--- src/rtl/spi_flash_rd_if.sv ---
// Request/stream side and SPI-controller register port of the flash read sequencer.
// The slave modport is the sequencer's view; master is the requester/controller side.
interface spi_flash_rd_if;
  logic        req_i;
  logic [23:0] addr_i;
  logic [15:0] len_i;
  logic        busy_o;
  logic        done_o;
  logic        err_o;
  logic [7:0]  byte_o;
  logic        byte_vld_o;
  logic        byte_rdy_i;
  logic [7:0]  spi_waddr_o;
  logic [31:0] spi_wdata_o;
  logic [3:0]  spi_sel_o;
  logic        spi_we_o;
  logic [7:0]  spi_raddr_o;
  logic        spi_rd_o;
  logic [31:0] spi_rdata_i;
  logic        spi_irq_i;

  modport slave (
    input  req_i, addr_i, len_i, byte_rdy_i, spi_rdata_i, spi_irq_i,
    output busy_o, done_o, err_o, byte_o, byte_vld_o,
           spi_waddr_o, spi_wdata_o, spi_sel_o, spi_we_o, spi_raddr_o, spi_rd_o
  );

  modport master (
    output req_i, addr_i, len_i, byte_rdy_i, spi_rdata_i, spi_irq_i,
    input  busy_o, done_o, err_o, byte_o, byte_vld_o,
           spi_waddr_o, spi_wdata_o, spi_sel_o, spi_we_o, spi_raddr_o, spi_rd_o
  );
endinterface

--- src/rtl/spi_flash_rd.sv ---
// SPI NOR READ (0x03) sequencer driving the SPI controller register port; first write 1 cycle after accept.
// Consumer backpressure parks the FSM in OUT with CS held and no SPI clocking.
module spi_flash_rd #(
  parameter logic [7:0] DIV   = 8'd0,
  parameter logic       CPOL  = 1'b0,
  parameter logic       CPHA  = 1'b0,
  parameter int         TMO_W = 16
) (
  input  logic           clk,
  input  logic           rst_n,
  spi_flash_rd_if.slave  bus
);

  localparam logic [3:0] S_IDLE   = 4'd0;
  localparam logic [3:0] S_CS_ON  = 4'd1;
  localparam logic [3:0] S_LOAD   = 4'd2;
  localparam logic [3:0] S_GO     = 4'd3;
  localparam logic [3:0] S_WAIT   = 4'd4;
  localparam logic [3:0] S_RD     = 4'd5;
  localparam logic [3:0] S_CAP    = 4'd6;
  localparam logic [3:0] S_OUT    = 4'd7;
  localparam logic [3:0] S_CS_OFF = 4'd8;
  localparam logic [3:0] S_FIN    = 4'd9;

  localparam logic [7:0] A_CTRL = 8'h00;
  localparam logic [7:0] A_DATA = 8'h04;
  // Counter value whose increment would reach all-ones: the last WAIT cycle.
  localparam logic [TMO_W-1:0] TMO_LAST = {{(TMO_W-1){1'b1}}, 1'b0};

  logic [3:0]       state_q, state_d;
  logic [23:0]      addr_q, addr_d;
  logic [15:0]      rem_q, rem_d;
  logic [2:0]       idx_q, idx_d;
  logic [TMO_W-1:0] cnt_q, cnt_d;
  logic             err_q, err_d;
  logic [7:0]       byte_q, byte_d;

  logic             we, rd;
  logic [7:0]       waddr, raddr, tx;
  logic [31:0]      wdata;
  logic [3:0]       sel;
  logic             unused_rdata;

  assign unused_rdata = ^bus.spi_rdata_i[31:8];

  function automatic logic [31:0] ctrl_word(input logic cs, input logic start);
    return {16'h0, DIV, 3'b0, 1'b1, cs, CPHA, CPOL, start};
  endfunction

  always_comb begin
    case (idx_q)
      3'd0:    tx = 8'h03;
      3'd1:    tx = addr_q[23:16];
      3'd2:    tx = addr_q[15:8];
      3'd3:    tx = addr_q[7:0];
      default: tx = 8'h00;
    endcase
  end

  always_comb begin
    state_d = state_q;
    addr_d  = addr_q;
    rem_d   = rem_q;
    idx_d   = idx_q;
    cnt_d   = cnt_q;
    err_d   = err_q;
    byte_d  = byte_q;
    we      = 1'b0;
    rd      = 1'b0;
    waddr   = 8'h00;
    raddr   = 8'h00;
    wdata   = 32'h0;
    sel     = 4'h0;
    case (state_q)
      S_IDLE: begin
        if (bus.req_i) begin
          addr_d  = bus.addr_i;
          rem_d   = bus.len_i;
          idx_d   = 3'd0;
          err_d   = 1'b0;
          state_d = (bus.len_i == 16'd0) ? S_FIN : S_CS_ON;
        end
      end
      S_CS_ON: begin
        we = 1'b1; waddr = A_CTRL; sel = 4'b0011; wdata = ctrl_word(1'b1, 1'b0);
        state_d = S_LOAD;
      end
      S_LOAD: begin
        we = 1'b1; waddr = A_DATA; sel = 4'b0001; wdata = {24'h0, tx};
        state_d = S_GO;
      end
      S_GO: begin
        we = 1'b1; waddr = A_CTRL; sel = 4'b0011; wdata = ctrl_word(1'b1, 1'b1);
        cnt_d   = '0;
        state_d = S_WAIT;
      end
      S_WAIT: begin
        if (bus.spi_irq_i) begin
          // Header RX bytes are discarded; idx saturates at 4 for the data phase.
          if (!idx_q[2]) begin
            idx_d   = idx_q + 3'd1;
            state_d = S_LOAD;
          end else begin
            state_d = S_RD;
          end
        end else if (cnt_q == TMO_LAST) begin
          err_d   = 1'b1;
          state_d = S_CS_OFF;
        end else begin
          cnt_d = cnt_q + 1'b1;
        end
      end
      S_RD: begin
        rd = 1'b1; raddr = A_DATA;
        state_d = S_CAP;
      end
      S_CAP: begin
        byte_d  = bus.spi_rdata_i[7:0];
        state_d = S_OUT;
      end
      S_OUT: begin
        if (bus.byte_rdy_i) begin
          rem_d   = rem_q - 16'd1;
          state_d = (rem_q == 16'd1) ? S_CS_OFF : S_LOAD;
        end
      end
      S_CS_OFF: begin
        we = 1'b1; waddr = A_CTRL; sel = 4'b0011; wdata = ctrl_word(1'b0, 1'b0);
        state_d = S_FIN;
      end
      S_FIN: begin
        state_d = S_IDLE;
      end
      default: state_d = S_IDLE;
    endcase
  end

  always_ff @(posedge clk or negedge rst_n) begin
    if (!rst_n) begin
      state_q <= S_IDLE;
      addr_q  <= '0;
      rem_q   <= '0;
      idx_q   <= '0;
      cnt_q   <= '0;
      err_q   <= 1'b0;
      byte_q  <= '0;
    end else begin
      state_q <= state_d;
      addr_q  <= addr_d;
      rem_q   <= rem_d;
      idx_q   <= idx_d;
      cnt_q   <= cnt_d;
      err_q   <= err_d;
      byte_q  <= byte_d;
    end
  end

  assign bus.busy_o      = (state_q != S_IDLE) && (state_q != S_FIN);
  assign bus.done_o      = (state_q == S_FIN);
  assign bus.err_o       = (state_q == S_FIN) && err_q;
  assign bus.byte_o      = byte_q;
  assign bus.byte_vld_o  = (state_q == S_OUT);
  assign bus.spi_we_o    = we;
  assign bus.spi_waddr_o = waddr;
  assign bus.spi_wdata_o = wdata;
  assign bus.spi_sel_o   = sel;
  assign bus.spi_rd_o    = rd;
  assign bus.spi_raddr_o = raddr;

endmodule
--- src/flat_wrapper.sv ---
// flat-port wrapper written by rule: the top's interface ports become plain ports
module spi_flash_rd_flat 
#(
  parameter logic [7:0] DIV   = 8'd0,
  parameter logic       CPOL  = 1'b0,
  parameter logic       CPHA  = 1'b0,
  parameter int         TMO_W = 16
)
  (clk, rst_n, bus_req_i, bus_addr_i, bus_len_i, bus_byte_rdy_i, bus_spi_rdata_i, bus_spi_irq_i, bus_busy_o, bus_done_o, bus_err_o, bus_byte_o, bus_byte_vld_o, bus_spi_waddr_o, bus_spi_wdata_o, bus_spi_sel_o, bus_spi_we_o, bus_spi_raddr_o, bus_spi_rd_o);
  spi_flash_rd_if bus_i ();
  input  logic clk;
  input  logic rst_n;
  input wire logic [$bits(bus_i.req_i)-1:0] bus_req_i;
  input wire logic [$bits(bus_i.addr_i)-1:0] bus_addr_i;
  input wire logic [$bits(bus_i.len_i)-1:0] bus_len_i;
  input wire logic [$bits(bus_i.byte_rdy_i)-1:0] bus_byte_rdy_i;
  input wire logic [$bits(bus_i.spi_rdata_i)-1:0] bus_spi_rdata_i;
  input wire logic [$bits(bus_i.spi_irq_i)-1:0] bus_spi_irq_i;
  output wire logic [$bits(bus_i.busy_o)-1:0] bus_busy_o;
  output wire logic [$bits(bus_i.done_o)-1:0] bus_done_o;
  output wire logic [$bits(bus_i.err_o)-1:0] bus_err_o;
  output wire logic [$bits(bus_i.byte_o)-1:0] bus_byte_o;
  output wire logic [$bits(bus_i.byte_vld_o)-1:0] bus_byte_vld_o;
  output wire logic [$bits(bus_i.spi_waddr_o)-1:0] bus_spi_waddr_o;
  output wire logic [$bits(bus_i.spi_wdata_o)-1:0] bus_spi_wdata_o;
  output wire logic [$bits(bus_i.spi_sel_o)-1:0] bus_spi_sel_o;
  output wire logic [$bits(bus_i.spi_we_o)-1:0] bus_spi_we_o;
  output wire logic [$bits(bus_i.spi_raddr_o)-1:0] bus_spi_raddr_o;
  output wire logic [$bits(bus_i.spi_rd_o)-1:0] bus_spi_rd_o;
  assign bus_i.req_i = bus_req_i;
  assign bus_i.addr_i = bus_addr_i;
  assign bus_i.len_i = bus_len_i;
  assign bus_i.byte_rdy_i = bus_byte_rdy_i;
  assign bus_i.spi_rdata_i = bus_spi_rdata_i;
  assign bus_i.spi_irq_i = bus_spi_irq_i;
  assign bus_busy_o = bus_i.busy_o;
  assign bus_done_o = bus_i.done_o;
  assign bus_err_o = bus_i.err_o;
  assign bus_byte_o = bus_i.byte_o;
  assign bus_byte_vld_o = bus_i.byte_vld_o;
  assign bus_spi_waddr_o = bus_i.spi_waddr_o;
  assign bus_spi_wdata_o = bus_i.spi_wdata_o;
  assign bus_spi_sel_o = bus_i.spi_sel_o;
  assign bus_spi_we_o = bus_i.spi_we_o;
  assign bus_spi_raddr_o = bus_i.spi_raddr_o;
  assign bus_spi_rd_o = bus_i.spi_rd_o;
  spi_flash_rd #(.DIV(DIV), .CPOL(CPOL), .CPHA(CPHA), .TMO_W(TMO_W)) u_core (.clk(clk), .rst_n(rst_n), .bus(bus_i));
endmodule
--- config.mk ---
export PLATFORM = sky130hd
export DESIGN_NAME = spi_flash_rd_flat
export DESIGN_NICKNAME = d
export VERILOG_FILES = /design/src/rtl/spi_flash_rd_if.sv /design/src/rtl/spi_flash_rd.sv /design/src/flat_wrapper.sv
export SDC_FILE = /design/constraint.sdc
export NUM_CORES = 1
export LEC_CHECK = 0
export ABC_AREA = 1
export CAP_MARGIN = 5
export CELL_PAD_IN_SITES_DETAIL_PLACEMENT = 0
export CELL_PAD_IN_SITES_GLOBAL_PLACEMENT = 1
export CORE_ASPECT_RATIO = 1.1
export CORE_MARGIN = 1
export CORE_UTILIZATION = 34
export CTS_BUF_LIST = sky130_fd_sc_hd__clkbuf_2
export CTS_CLUSTER_DIAMETER = 200
export DETAILED_ROUTE_END_ITERATION = 12
export PLACE_DENSITY = 0.8
export SLEW_MARGIN = 20
export SYNTH_ARGS = -nofsm -noshare
export SYNTH_HDL_FRONTEND = slang
export SYNTH_SLANG_ARGS = --single-unit
export TNS_END_PERCENT = 100
--- constraint.sdc ---
create_clock -name clk -period 2.26 [get_ports clk]
set_clock_uncertainty 0.1 [all_clocks]
set_input_delay 0.339 -clock clk [delete_from_list [all_inputs] [get_ports clk]]
set_output_delay 0.339 -clock clk [all_outputs]
set_load 0.02 [all_outputs]
# [Yosys cells after proc, flatten, opt, wreduce, memory -nomap -nowiden]
# Index checks and enable logic that the tools add are counted.
[classes] add_sub_neg=3 mul=0 n_div=0 order_cmp=0 eq_ne=23 n_shift=0 n_mux=29 bitwise=0 n_reduce_logical=18
[op_table] operator="$mux 16" n=4
[op_table] operator="$pmux 16 s2" n=2
[op_table] operator="$pmux 8 s4" n=2
[op_table] operator="$pmux 4 s9" n=1
[op_table] operator="$mux 4" n=6
[op_table] operator="$mux 3" n=6
[op_table] operator="$add 16x1->16 const B" n=1
[op_table] operator="$eq 16x1->1 const B" n=1
[op_table] operator="$eq 16x16->1 const B" n=1
[op_table] operator="$eq 4x3->1 const B" n=4
[op_table] operator="$logic_not 16->1" n=1
[op_table] operator="$sub 16x1->16 const B" n=1
[op_table] operator="$ne 2x2->1 const B" n=6
[op_table] operator="$reduce_and 3->1" n=4
[op_table] operator="$eq 4x2->1 const B" n=2
[op_table] operator="$eq 4x4->1 const B" n=2
[op_table] operator="$reduce_and 4->1" n=2
[op_table] operator="$eq 3x2->1 const B" n=2
[op_table] operator="$pmux 3 s2" n=1
[op_table] operator="$reduce_bool 2->1" n=3
[op_table] operator="$mux 1" n=5
[op_table] operator="$eq 4x1->1 const B" n=1
[op_table] operator="$logic_not 4->1" n=1
[op_table] operator="$ne 4x4->1 const B" n=1
[op_table] operator="other kinds (12)" n=13
[totals] reg_bits=72 latch_bits=0 ram_bits=0 rom_bits=0 inputBits=77 wordCells=81 memories=0

# [Logic depth before layout (Yosys ltp)]
[logic_depth] depth_word=4 ltp_mapped=11

# [Worst setup path after synthesis]
# No wires, ideal clock.
[synth_path] kind="flip-flop to output port" startpoint="reg u_core.state_q[0]" endpoint="out bus_err_o" arrival_time_ns=1.708 required_ns=1.821 slack_ns=0.113 path_stages_with_launch=5 path_buffers=0 path_cell_list="dfrtp_1 > inv_1 > nor4_1 > inv_1 > nor2_1"
[synth_between] elab_chain_cells=2
[synth_lines] element="start, declared" line_no="spi_flash_rd.sv:30" source="logic [3:0] state_q, state_d;"
[synth_lines] element="start signal, assigned" line_no="spi_flash_rd.sv:148" source="state_q <= state_d;"
[synth_lines] element="$eq 4x4->1"
[synth_lines] element="named net bus_done_o" line_no="flat_wrapper.sv:20" source="output wire logic [$bits(bus_i.done_o)-1:0] bus_done_o;"
[synth_lines] element="$logic_and 1x1->1" line_no="spi_flash_rd.sv:160" source="assign bus.err_o = (state_q == S_FIN) && err_q;"
[synth_lines] element="end, declared" line_no="flat_wrapper.sv:21" source="output wire logic [$bits(bus_i.err_o)-1:0] bus_err_o;"
# The timed path passes the listed nets, and every way through them passes these cells.

# [Final worst setup path]
[layout_path] startpoint="reg u_core.idx_q[1]" endpoint="out bus_spi_wdata_o[1]"
[layout_between] elab_chain_cells=3
[layout_lines] element="start, declared" line_no="spi_flash_rd.sv:33" source="logic [2:0] idx_q, idx_d;"
[layout_lines] element="start signal, assigned" line_no="spi_flash_rd.sv:151" source="idx_q <= idx_d;"
[layout_lines] element="$eq 3x2->1, or another cell as far along" line_no="spi_flash_rd.sv:51" source="case (idx_q)"
[layout_lines] element="$pmux 8 s4 *" line_no="spi_flash_rd.sv:51"
[layout_lines] element="$pmux 8 s4 *" line_no="spi_flash_rd.sv:74" source="case (state_q)"
[layout_lines] element="end, declared" line_no="flat_wrapper.sv:25" source="output wire logic [$bits(bus_i.spi_wdata_o)-1:0] bus_spi_wdata_o;"
# Mark *: on every way between the ends. The rest lies on a longest branch, timed or not.

==> impl_metrics.yaml <==
status:
  status: "complete, but fails checks"
  failing_checks: "setup timing"
global_routing:
  grt_first_pass_wirelength_mm: 19.9
  antenna_found_initial: 1
  first_global_vias: 4133
  grt_overflow: 0
  grt_start_max_net_pins: 38
  grtUsageTotal_pct: 18.0
sta:
  period_share_pct: 107
  final.setup.worst_slack_ns: -0.167
  final.hold.worst_slack_ns: 0.148
  period_minus_slack_ns: 2.43
  tightestPinTransition_ns: 0.510
  rsz_0062_raised_after_global_routing: "yes"
  drv_slew: 0
  maxClockFrequency_mhz: 412
  timing.final.hold_violations: 0
  relSlewSlack_pct: 66.0
  setup-violations-final: 8
final_layout:
  multi_input_comb_area_sq_um: 2630
  syn2layout_area_growth_pct: 32.0
  final.fill_count: 1333
  ff_latch_area_sq_um: 1800
  final_area_sq_um: 6110
  post_route_cells_drive_above_1_share_pct: 20.2
  num-nets-final: 849
drt:
  dr.max_layer_used: "met4"
  drt-met1-wl_mm: 5.45
  routed_wirelength_mm: 12.0
  total_number_of_vias: 4270
  initial_drc_count: 192
  route.detailed.drc: 0
  average_wire_per_cell_in_the_routed_design_um: 12.9
  met2_length_mm: 5.85
  drtPass1Iterations: 5
  vias_per_cell: 4.59
  wl_met3_um: 436
  drt.antenna.violating_nets: 0
yosys:
  synth_adder_area_share_pct: 2.16
  synth.distinct_cells: 37
  combinational_family_with_the_most_area_after_synthesis: "simple AND/OR/NAND/NOR gates"
  synth_seq_area_share_pct: 38.9
  post_synthesis_xor_xnor_area_fraction_pct: 1.89
  synthMuxAreaShare_pct: 1.95
  synth_most_common_cell: "nand2_1"
  synthTopCellsByArea: "dfrtp_1, nand2_1, buf_4"
  synth-simple-area-share_pct: 35.0
  synth.ff_latch_count: 72
  synthesis.instances: 657
  postSynth.asyncResetShare_pct: 100
  synth_compound_area_share_pct: 6.76
  synth_top_cell_by_area: "dfrtp_1"
  yosysWarningCount: 0
  synth_common_cells: "nand2_1, nor2_1, dfrtp_1, inv_1, nand3_1"
  syn_area_sq_um: 4630
  synth-edff-count: 0
  synth_top_area_share_pct: 38.9
  mean_cell_area_of_the_mapped_netlist_sq_um: 7.04
  synth_flop_cell: "dfrtp_1"
clock_tree:
  clkSlewWorstSetupHoldPaths_ns: 0.22
  clock_tree_from_tritoncts: "done"
  cts.sink_count: 72
  worstSkewPairLatency_ns: 0.58
  htree_levels: 3
  ctsLongestPathBuffers: 2
  cts_inserted_buffers: 9
  clock-root-buffer: "clkbuf_2"
power:
  power.ir.vdd_worst_uv: 624
  cellLeakagePower_uw: 0.00305
  p_per_area_nw_per_um2: 1080
floorplanning:
  io-pin-count: 143
  placementRows: 44
  fp.dieH_um: 124
  die_area_sq_um: 14100
  die_x_um: 113
  core_region_area_sq_um: 13200
  initial_standard_cell_utilization_of_the_core_pct: 35.0
worst_setup_path:
  timing.critical_path.required_ns: 1.82
  crit_path_cells: "inv_2, buf_6, ha_4, inv_2, o21ai_2, inv_1, a31oi_2, buf_4"
  worst-path-buf-inv: 5
  max_stage_delay_ns: 0.47
  crit_path_start_kind: "flip-flop"
  cp-end-kind: "output pin"
  cp_slowest_cell: "dfrtp_1"
  crit_path_frequent_cell: "inv_2"
  worst_path_dominant_cell_family: "buffers and inverters"
  path_class: "flip-flop to output pin"
  cp.arrival_ns: 1.99
  crit_path_max_fanout: 3
hold_path:
  hold_path.class: "input pin to async pin"
placed_design:
  place.port_buffers: 78
  global_placer_s_final_weighted_congestion: 0.860
  place.detailed.hpwl_mm: 8.81
  post_dp_cell_area_sq_um: 5580
flow_run:
  max_cap_violations: 0
[state kept, by name, summed over array words and instances, names as in the netlist]
signal and count:
u_core.addr_q 24, u_core.cnt_q 16, u_core.rem_q 16, u_core.bus.byte_o 8, u_core.state_q 4, u_core.idx_q 3
u_core.err_q 1
[power by group]
group / total [uW] / switching (uW) / internal [uW] / leakage, uW
Sequential: 2180 / 415 / 1760 / 0.000916
Clock: 878 / 514 / 364 / 0.0000756
Combinational: 3550 / 2080 / 1470 / 0.00206
Total: 6610 / 3010 / 3600 / 0.00305
[layer usage]
metal / global-route usage [%] / vias to the layer above
met2: 30.0 / 89
li1: - / 2189
met4: 7.59 / 0
met1: 23.3 / 1975
met3: 2.58 / 17
met5: 0 / -
[path summary, 6_finish.rpt]
path                                         startpoint                               end  slack (ns)  cells after the start
min in group clk                         bus_addr_i[13]     u_core.addr_q[13]$_DFFE_PN0P_        0.15                      3
min                                               rst_n     u_core.addr_q[20]$_DFFE_PN0P_        0.15                      2
max reg2reg                 u_core.cnt_q[0]$_DFFE_PN0P_      u_core.cnt_q[12]$_DFFE_PN0P_        0.25                      9
max                         u_core.idx_q[1]$_DFFE_PN0P_                bus_spi_wdata_o[1]       -0.17                      8
max in group asynchronous                         rst_n  u_core.bus.byte_o[0]$_DFFE_PN0P_        1.32                      3
min reg2reg                u_core.addr_q[8]$_DFFE_PN0P_      u_core.addr_q[8]$_DFFE_PN0P_        0.41                      2
[repair_timing]
action | CTS | global route
pin swaps | 12 | 17
resized for setup | 118 | 65
cloned | 0 | 0
endpoints found under the hold margin | 42 | 0
buffers inserted | 2 | 10
hold buffers | 1 | 0
endpoints found under the setup margin | 18 | 18
[cell type report]
class / count / area share [%]
Multi-Input combinational cell: 510 / 43.1
Clock inverter: 6 / 1.37
Tap cell: 161 / 3.30
Sequential cell: 72 / 29.5
Timing Repair Buffer: 110 / 17.9
Clock buffer: 10 / 0.820
Inverter: 61 / 3.91
Antenna cell: 1 / 0.0410
[cells in the final DEF, fill, tap and decap left out, types with 16 or more instances in the layout]
master           count
nand2_2             16
dfrtp_1             70
o21ai_0             37
nand2_1            217
conb_1              40
nor2_1              72
nand3_1             35
buf_6               17
buf_4               23
clkdlybuf4s50_1     59
nand2_4             16
inv_1               46
[kinds of logic after synthesis]
family	count (synthesis)
AO/OA/AOI/OAI	56
XOR/XNOR	10
adder cells (fa/ha/maj)	8
buffers and inverters	114
flip-flops	72
multiplexers	8
other	1
AND/OR/NAND/NOR	388
[stage by stage]
stage / setup slack [ns] / util, % / total power (uW) / TNS (ns) / instances
global placement: -0.0458 / 42.2 / 5190 / -0.0580 / 902
CTS: -0.215 / 44.1 / 6270 / -1.05 / 921
finish: -0.167 / 46.2 / 6610 / -0.855 / 931
detailed placement: -0.0297 / 42.2 / 5270 / -0.0450 / 902
global route: -0.290 / 46.2 / 7160 / -2.14 / 931
floorplan: 0.113 / - / 4110 / 0 / 696
(Power assumes the default switching activity.)
